[config.mk]
export PLATFORM = sky130hd
export DESIGN_NAME = exec_stage_ctrl
export DESIGN_NICKNAME = d
export VERILOG_FILES = /design/src/rtl/exec_pkg.sv /design/src/rtl/exec_cond_eval.sv /design/src/rtl/exec_stage_ctrl.sv
export SDC_FILE = /design/constraint.sdc
export NUM_CORES = 1
export LEC_CHECK = 0
export ABC_AREA = 1
export CAP_MARGIN = 10
export CORE_AREA = 8 8 178 180
export DETAILED_ROUTE_END_ITERATION = 10
export DIE_AREA = 0 0 186 188
export PLACE_DENSITY_LB_ADDON = 0.08
export SYNTH_ARGS = -nofsm -noshare
export SYNTH_HDL_FRONTEND = slang
export SYNTH_SLANG_ARGS = --single-unit
[constraint.sdc]
create_clock -name clk -period 1.4 [get_ports clk]
set_input_delay 0.42 -clock clk [delete_from_list [all_inputs] [get_ports clk]]
set_output_delay 0.42 -clock clk [all_outputs]
set_load 0.05 [all_outputs]
[src/rtl/exec_pkg.sv]
// ---------------------------------------------------------------------------
// exec_pkg
// Shared definitions for the Y86 execute-stage controller:
//   - icode constants (HALT .. POPQ)
//   - ALU function codes driven on alu_fun
//   - jXX / cmovXX condition codes (ifun 0..6)
//   - bit positions of ZF/SF/OF inside the 3-bit condition-code vector
//   - controller FSM state enum
//   - the +8 / -8 stack-pointer adjustment constants
//   - instr_err(): illegal icode/ifun classification
// ---------------------------------------------------------------------------
package exec_pkg;

    // Instruction codes
    localparam logic [3:0] I_HALT   = 4'h0;
    localparam logic [3:0] I_NOP    = 4'h1;
    localparam logic [3:0] I_RRMOVQ = 4'h2;   // also cmovXX
    localparam logic [3:0] I_IRMOVQ = 4'h3;
    localparam logic [3:0] I_RMMOVQ = 4'h4;
    localparam logic [3:0] I_MRMOVQ = 4'h5;
    localparam logic [3:0] I_OPQ    = 4'h6;
    localparam logic [3:0] I_JXX    = 4'h7;
    localparam logic [3:0] I_CALL   = 4'h8;
    localparam logic [3:0] I_RET    = 4'h9;
    localparam logic [3:0] I_PUSHQ  = 4'hA;
    localparam logic [3:0] I_POPQ   = 4'hB;

    // ALU function codes
    localparam logic [3:0] ALU_ADD = 4'h0;
    localparam logic [3:0] ALU_SUB = 4'h1;
    localparam logic [3:0] ALU_AND = 4'h2;
    localparam logic [3:0] ALU_XOR = 4'h3;

    // Branch / conditional-move condition codes
    localparam logic [3:0] C_YES = 4'h0;
    localparam logic [3:0] C_LE  = 4'h1;
    localparam logic [3:0] C_L   = 4'h2;
    localparam logic [3:0] C_E   = 4'h3;
    localparam logic [3:0] C_NE  = 4'h4;
    localparam logic [3:0] C_GE  = 4'h5;
    localparam logic [3:0] C_G   = 4'h6;

    // Bit positions inside the {ZF,SF,OF} vector
    localparam int CC_ZF = 2;
    localparam int CC_SF = 1;
    localparam int CC_OF = 0;

    // Controller FSM states
    typedef enum logic [1:0] {
        ST_IDLE = 2'b00,
        ST_EXEC = 2'b01,
        ST_DONE = 2'b10
    } exec_state_e;

    // Stack pointer adjustments (two's complement -8 is added, never subtracted)
    localparam logic [63:0] STACK_INC = 64'h0000_0000_0000_0008;
    localparam logic [63:0] STACK_DEC = 64'hFFFF_FFFF_FFFF_FFF8;

    // Illegal instruction detection. cond_err is the "ifun outside 0..6"
    // verdict of the condition evaluator, only relevant for cmovXX/jXX.
    function automatic logic instr_err(input logic [3:0] icode,
                                       input logic [3:0] ifun,
                                       input logic       cond_err);
        logic err;
        if (icode > I_POPQ) begin
            err = 1'b1;
        end else if (icode == I_OPQ) begin
            err = (ifun > ALU_XOR);
        end else if ((icode == I_RRMOVQ) || (icode == I_JXX)) begin
            err = cond_err;
        end else begin
            err = 1'b0;
        end
        return err;
    endfunction

endpackage

[src/rtl/exec_cond_eval.sv]
// ---------------------------------------------------------------------------
// exec_cond_eval
// Purely combinational jXX/cmovXX condition evaluator.
//   ifun     in  4  condition code (0 always .. 6 greater)
//   cc       in  3  condition flags {ZF,SF,OF}
//   cnd      out 1  condition outcome (0 when ifun is not a condition)
//   cond_err out 1  ifun does not name a condition
// Kept separate so later cmov forwarding logic can reuse it.
// ---------------------------------------------------------------------------
module exec_cond_eval (
    input  logic [3:0] ifun,
    input  logic [2:0] cc,
    output logic       cnd,
    output logic       cond_err
);
    import exec_pkg::*;

    logic zf_s;
    logic sf_s;
    logic of_s;

    assign zf_s = cc[CC_ZF];
    assign sf_s = cc[CC_SF];
    assign of_s = cc[CC_OF];

    // Decode the condition from the flags
    always_comb begin
        cnd      = 1'b0;
        cond_err = 1'b0;
        case (ifun)
            C_YES:   cnd = 1'b1;
            C_LE:    cnd = (sf_s ^ of_s) | zf_s;
            C_L:     cnd = sf_s ^ of_s;
            C_E:     cnd = zf_s;
            C_NE:    cnd = ~zf_s;
            C_GE:    cnd = ~(sf_s ^ of_s);
            C_G:     cnd = ~(sf_s ^ of_s) & ~zf_s;
            default: begin
                cnd      = 1'b0;
                cond_err = 1'b1;
            end
        endcase
    end

endmodule

[src/rtl/exec_stage_ctrl.sv]
// ---------------------------------------------------------------------------
// exec_stage_ctrl
// Y86 execute-stage sequencing controller: IDLE -> EXEC -> DONE.
//   clk, rst                    clock, synchronous active-high reset
//   in_valid/in_ready           decode handshake (in_ready only in IDLE)
//   in_icode/in_ifun            instruction fields
//   in_valA/in_valB/in_valC     operands
//   flush                       drop the in-flight instruction (EXEC/DONE)
//   alu_a/alu_b/alu_fun         operands/function for the external ALU
//   alu_valE/alu_cf             ALU result and {ZF,SF,OF}, combinational
//   out_valid/out_ready         memory-stage handshake
//   out_icode/out_valE/out_cnd/out_err  presented result
//   cc                          committed condition codes {ZF,SF,OF}
// ALU operands are muxed from the incoming fields at the accept edge so the
// ALU sees registered values during EXEC; outside EXEC they are 0/0/add.
// ---------------------------------------------------------------------------
module exec_stage_ctrl #(
    parameter int         W        = 64,
    parameter logic [2:0] CC_RESET = 3'b100
) (
    input  logic         clk,
    input  logic         rst,
    input  logic         in_valid,
    output logic         in_ready,
    input  logic [3:0]   in_icode,
    input  logic [3:0]   in_ifun,
    input  logic [W-1:0] in_valA,
    input  logic [W-1:0] in_valB,
    input  logic [W-1:0] in_valC,
    input  logic         flush,
    output logic [W-1:0] alu_a,
    output logic [W-1:0] alu_b,
    output logic [3:0]   alu_fun,
    input  logic [W-1:0] alu_valE,
    input  logic [2:0]   alu_cf,
    output logic         out_valid,
    input  logic         out_ready,
    output logic [3:0]   out_icode,
    output logic [W-1:0] out_valE,
    output logic         out_cnd,
    output logic         out_err,
    output logic [2:0]   cc
);
    import exec_pkg::*;

    exec_state_e  state_q,     state_d;
    logic         in_ready_q,  in_ready_d;
    logic [3:0]   icode_q,     icode_d;
    logic [3:0]   ifun_q,      ifun_d;
    logic [W-1:0] alu_a_q,     alu_a_d;
    logic [W-1:0] alu_b_q,     alu_b_d;
    logic [3:0]   alu_fun_q,   alu_fun_d;
    logic [2:0]   pend_cf_q,   pend_cf_d;
    logic         out_valid_q, out_valid_d;
    logic [3:0]   out_icode_q, out_icode_d;
    logic [W-1:0] out_vale_q,  out_vale_d;
    logic         out_cnd_q,   out_cnd_d;
    logic         out_err_q,   out_err_d;
    logic [2:0]   cc_q,        cc_d;

    logic [W-1:0] op_a_s;
    logic [W-1:0] op_b_s;
    logic [3:0]   op_fun_s;
    logic         cnd_s;
    logic         cond_err_s;
    logic         err_s;
    logic         cnd_eff_s;

    // Condition is judged on committed cc, never on pending flags
    exec_cond_eval u_cond (
        .ifun     (ifun_q),
        .cc       (cc_q),
        .cnd      (cnd_s),
        .cond_err (cond_err_s)
    );

    assign err_s = instr_err(icode_q, ifun_q, cond_err_s);

    // Condition outcome only exists for legal cmovXX/jXX
    always_comb begin
        if (err_s) begin
            cnd_eff_s = 1'b0;
        end else if ((icode_q == I_RRMOVQ) || (icode_q == I_JXX)) begin
            cnd_eff_s = cnd_s;
        end else begin
            cnd_eff_s = 1'b0;
        end
    end

    // ALU operand/function selection from the instruction being offered
    always_comb begin
        op_a_s   = {W{1'b0}};
        op_b_s   = {W{1'b0}};
        op_fun_s = ALU_ADD;
        case (in_icode)
            I_RRMOVQ: begin
                op_a_s = in_valA;
            end
            I_IRMOVQ: begin
                op_a_s = in_valC;
            end
            I_RMMOVQ, I_MRMOVQ: begin
                op_a_s = in_valC;
                op_b_s = in_valB;
            end
            I_OPQ: begin
                op_a_s   = in_valA;
                op_b_s   = in_valB;
                op_fun_s = {2'b00, in_ifun[1:0]};
            end
            I_CALL, I_PUSHQ: begin
                op_a_s = W'(STACK_DEC);
                op_b_s = in_valB;
            end
            I_RET, I_POPQ: begin
                op_a_s = W'(STACK_INC);
                op_b_s = in_valB;
            end
            default: begin
                op_a_s   = {W{1'b0}};
                op_b_s   = {W{1'b0}};
                op_fun_s = ALU_ADD;
            end
        endcase
    end

    // Next-state and next-output computation for the sequencing FSM
    always_comb begin
        state_d     = state_q;
        icode_d     = icode_q;
        ifun_d      = ifun_q;
        alu_a_d     = {W{1'b0}};
        alu_b_d     = {W{1'b0}};
        alu_fun_d   = ALU_ADD;
        pend_cf_d   = pend_cf_q;
        out_valid_d = out_valid_q;
        out_icode_d = out_icode_q;
        out_vale_d  = out_vale_q;
        out_cnd_d   = out_cnd_q;
        out_err_d   = out_err_q;
        cc_d        = cc_q;
        case (state_q)
            ST_IDLE: begin
                if (in_valid) begin
                    state_d   = ST_EXEC;
                    icode_d   = in_icode;
                    ifun_d    = in_ifun;
                    alu_a_d   = op_a_s;
                    alu_b_d   = op_b_s;
                    alu_fun_d = op_fun_s;
                end else begin
                    state_d = ST_IDLE;
                end
            end
            ST_EXEC: begin
                if (flush) begin
                    state_d = ST_IDLE;
                end else begin
                    state_d     = ST_DONE;
                    pend_cf_d   = alu_cf;
                    out_valid_d = 1'b1;
                    out_icode_d = icode_q;
                    out_vale_d  = err_s ? {W{1'b0}} : alu_valE;
                    out_cnd_d   = cnd_eff_s;
                    out_err_d   = err_s;
                end
            end
            ST_DONE: begin
                // flush wins over out_ready: nothing is committed
                if (flush) begin
                    state_d     = ST_IDLE;
                    out_valid_d = 1'b0;
                end else if (out_ready) begin
                    state_d     = ST_IDLE;
                    out_valid_d = 1'b0;
                    if ((icode_q == I_OPQ) && !out_err_q) begin
                        cc_d = pend_cf_q;
                    end else begin
                        cc_d = cc_q;
                    end
                end else begin
                    state_d = ST_DONE;
                end
            end
            default: begin
                state_d     = ST_IDLE;
                out_valid_d = 1'b0;
            end
        endcase
        in_ready_d = (state_d == ST_IDLE);
    end

    // State and output registers with synchronous reset
    always_ff @(posedge clk) begin
        if (rst) begin
            state_q     <= ST_IDLE;
            in_ready_q  <= 1'b1;
            icode_q     <= 4'h0;
            ifun_q      <= 4'h0;
            alu_a_q     <= {W{1'b0}};
            alu_b_q     <= {W{1'b0}};
            alu_fun_q   <= ALU_ADD;
            pend_cf_q   <= 3'b000;
            out_valid_q <= 1'b0;
            out_icode_q <= 4'h0;
            out_vale_q  <= {W{1'b0}};
            out_cnd_q   <= 1'b0;
            out_err_q   <= 1'b0;
            cc_q        <= CC_RESET;
        end else begin
            state_q     <= state_d;
            in_ready_q  <= in_ready_d;
            icode_q     <= icode_d;
            ifun_q      <= ifun_d;
            alu_a_q     <= alu_a_d;
            alu_b_q     <= alu_b_d;
            alu_fun_q   <= alu_fun_d;
            pend_cf_q   <= pend_cf_d;
            out_valid_q <= out_valid_d;
            out_icode_q <= out_icode_d;
            out_vale_q  <= out_vale_d;
            out_cnd_q   <= out_cnd_d;
            out_err_q   <= out_err_d;
            cc_q        <= cc_d;
        end
    end

    assign in_ready  = in_ready_q;
    assign alu_a     = alu_a_q;
    assign alu_b     = alu_b_q;
    assign alu_fun   = alu_fun_q;
    assign out_valid = out_valid_q;
    assign out_icode = out_icode_q;
    assign out_valE  = out_vale_q;
    assign out_cnd   = out_cnd_q;
    assign out_err   = out_err_q;
    assign cc        = cc_q;

endmodule
==> run metrics <==
Die Height=188 um; CTS H-Tree Depth=1; Yosys warnings=0; clk_skew=0.00862 ns; GRT overflow=0; pre-CTS WS=-0.485 ns; Worst Hold Slack=0.377 ns; Max-Cap Viols=0; vias in the first global route=between 8000 and 9000; power per cell area=948 nW/um2; Detailed Route Iter0 Violations=approximately 430; Leakage=7.21 nW; Clk Tree Root Cell=clkbuf_16; Final Setup Violations=205; hold path startpoint=rst; I/O pins=479; mux cell area share after synthesis=0; fin crit share=1.03; failing checks=setup timing; sequential area share after synthesis=0.522; PortBufs=476; post-route ant nets=0; Synth Cell Area=between 8000 and 9000 um2; post-synthesis cell type count=25; CP startpoint kind=flop; GPL Wtd Cong=0.814; Setup CP Type=flop to primary output; final core occ=0.593; Syn Area/Cell=7.78 um2; area delta synth->final=106%; Tot GR Track Use=0.203; layout cells sized above 1=0.354; Synth Area in Simple Gates=0.205; CP max stage delay=about 0.36 ns; buffer and inverter count on the worst path=1; Wirelength per Cell=between 15 and 20 um; Row Count=63; total of fill cells in the finished design=between 2000 and 3000; placed wire-length estimate=28500 um; Placement Cell Area=15700 um2; adder-cell share of the synthesized area=0; Required @ worst endpoint=0.98 ns; CP max FO=2; Worst R2R Start=icode_q[3]$_SDFFE_PP0P_; CP cell instances=buf_12; Worst-path clk slew=~0.060 ns; maximum number of pins on one net before global-route repair=between 60 and 70; main combinational cell family by area after synthesis=simple AND/OR/NAND/NOR gates; Skew-Pair Late Insertion Delay=0.52 ns; Die Area=35000 um2; XOR/XNOR Fraction of Synth Area=0; Initial Util=0.288; RSZ-0062 raised after global routing=yes; drt first pass iters=5; commonest non-fill, non-tap cells in the layout=clkdlybuf4s50_1, buf_12, dfxtp_2; commonest non-fill, non-tap cell in the layout=clkdlybuf4s50_1; Period minus WS final=1.45 ns; hold crit path type=input pin to flop; CP top delay family=flip-flops; f_max=691 MHz; crit path max-delay cell type=dfxtp_4; post-DR vias/cell=4.42; max-slew violations=0; area occupied by multi-input gates=2950 um2; CTS tree=done; Max IR drop VDD=895 uV; initial antenna violation count=6; clk sinks=roughly 220; global-route wire length before repair=54400 um; final worst slack=-0.0481 ns; register area=approximately 4600 um2; PnR Total Power=16.3 mW; number of synthesized register bits=218; Num CTS Buffers=26; Crit. End Element=primary output; crit path launch=out_valE[40]$_SDFFE_PP0N_; post-synthesis compound-gate area fraction=0.141; Mapped Cells=1075; fin nets=1845; Worst Path Arrival=1.03 ns; Vias=8762; DRT Wirelength=38300 um; final hold violations=0; fin area=17200 um2; status=finished with violations; CORE AREA=29000 um2; CTS Buffer Depth=3; Die W=186 um; DRC=0
==> final cells by class <==
type                    instances  share of cell area
repair buffers                548               0.448
flip-flops and latches        218               0.270
multi-input cells             624               0.172
clock buffers                  40              0.0456
inverters                     155              0.0343
well taps                     390              0.0284
clock inverters                 7             0.00255
diodes                          1            0.000145
==> worst paths after layout <==
path,endpoint,slack (ns),depth (start not counted)
worst max register to register,out_valE[39]$_SDFFE_PP0N_,0.09,7
worst min register to register,pend_cf_q[1]$_SDFFE_PP0N_,0.47,2
worst max-delay path,out_valE[40],-0.05,1
worst min-delay path,cc[2]$_SDFFE_PP1P_,0.38,4
==> state kept, by name, summed over array words and instances (netlist names) <==
register and count:
out_icode 4, out_valE 64, alu_b 64, alu_fun 2
in_ready 1, state_q 2, out_err 1, ifun_q 4
out_cnd 1, cc 3, icode_q 4, alu_a 64
out_valid 1, pend_cf_q 3
==> timing repair <==
| action | 4_1_cts | 5_1_grt |
|---|---|---|
| buffers inserted | 6 | 12 |
| pin swaps | 0 | 4 |
| hold buffers | 0 | 0 |
| gates cloned | 0 | 9 |
| gates resized for setup | 211 | 19 |
| endpoints found under the setup margin | 205 | 291 |
| endpoints found under the hold margin | 0 | 0 |
==> per-layer routing <==
| metal | vias up | track usage | routed length, um |
|---|---|---|---|
| li1 | 4400 | - | - |
| met2 | 302 | 0.366 | 20100 |
| met1 | 4002 | 0.214 | 13500 |
| met3 | 48 | 0.0883 | 4060 |
| met5 | - | 0 | 68 |
| met4 | 10 | 0.0443 | 552 |
==> logic make-up after synthesis <==
family,count (synthesis)
and+or+nand+nor,398
buffers and inverters,234
AOI/OAI and AO/OA,224
DFF,218
other,1
==> power breakdown <==
group          internal (mW)  switching (mW)  total (mW)
Clock                   3.84            2.68        6.53
Combinational           1.69            1.48        3.17
Sequential              6.43           0.178        6.61
==> cell usage after synthesis (all sizes together) <==
library cell | count | area [um2]
a21oi | 207 | 1090
a31oi | 1 | 6.26
a41oi | 1 | 8.76
buf | 66 | 472
clkbuf | 13 | 48.8
conb | 1 | 3.75
dfxtp | 218 | 4360
inv | 155 | 582
nand2 | 175 | 672
nand3 | 11 | 77.6
nand4 | 65 | 407
nor2 | 144 | 543
nor3 | 1 | 5.00
nor3b | 2 | 15.0
o21ai | 15 | 75.1
==> per-stage QoR <==
| step | setup TNS [ns] | instances |
|---|---|---|
| global route | -11.83 | 1983 |
| detailed placement | -82.55 | 1908 |
| global placement | -77.90 | 1908 |
| finish | -4.22 | 1983 |
| floorplan | 0 | 1076 |
| CTS | -10.54 | 1961 |
Note: power is estimated with default switching activity, not from simulation.
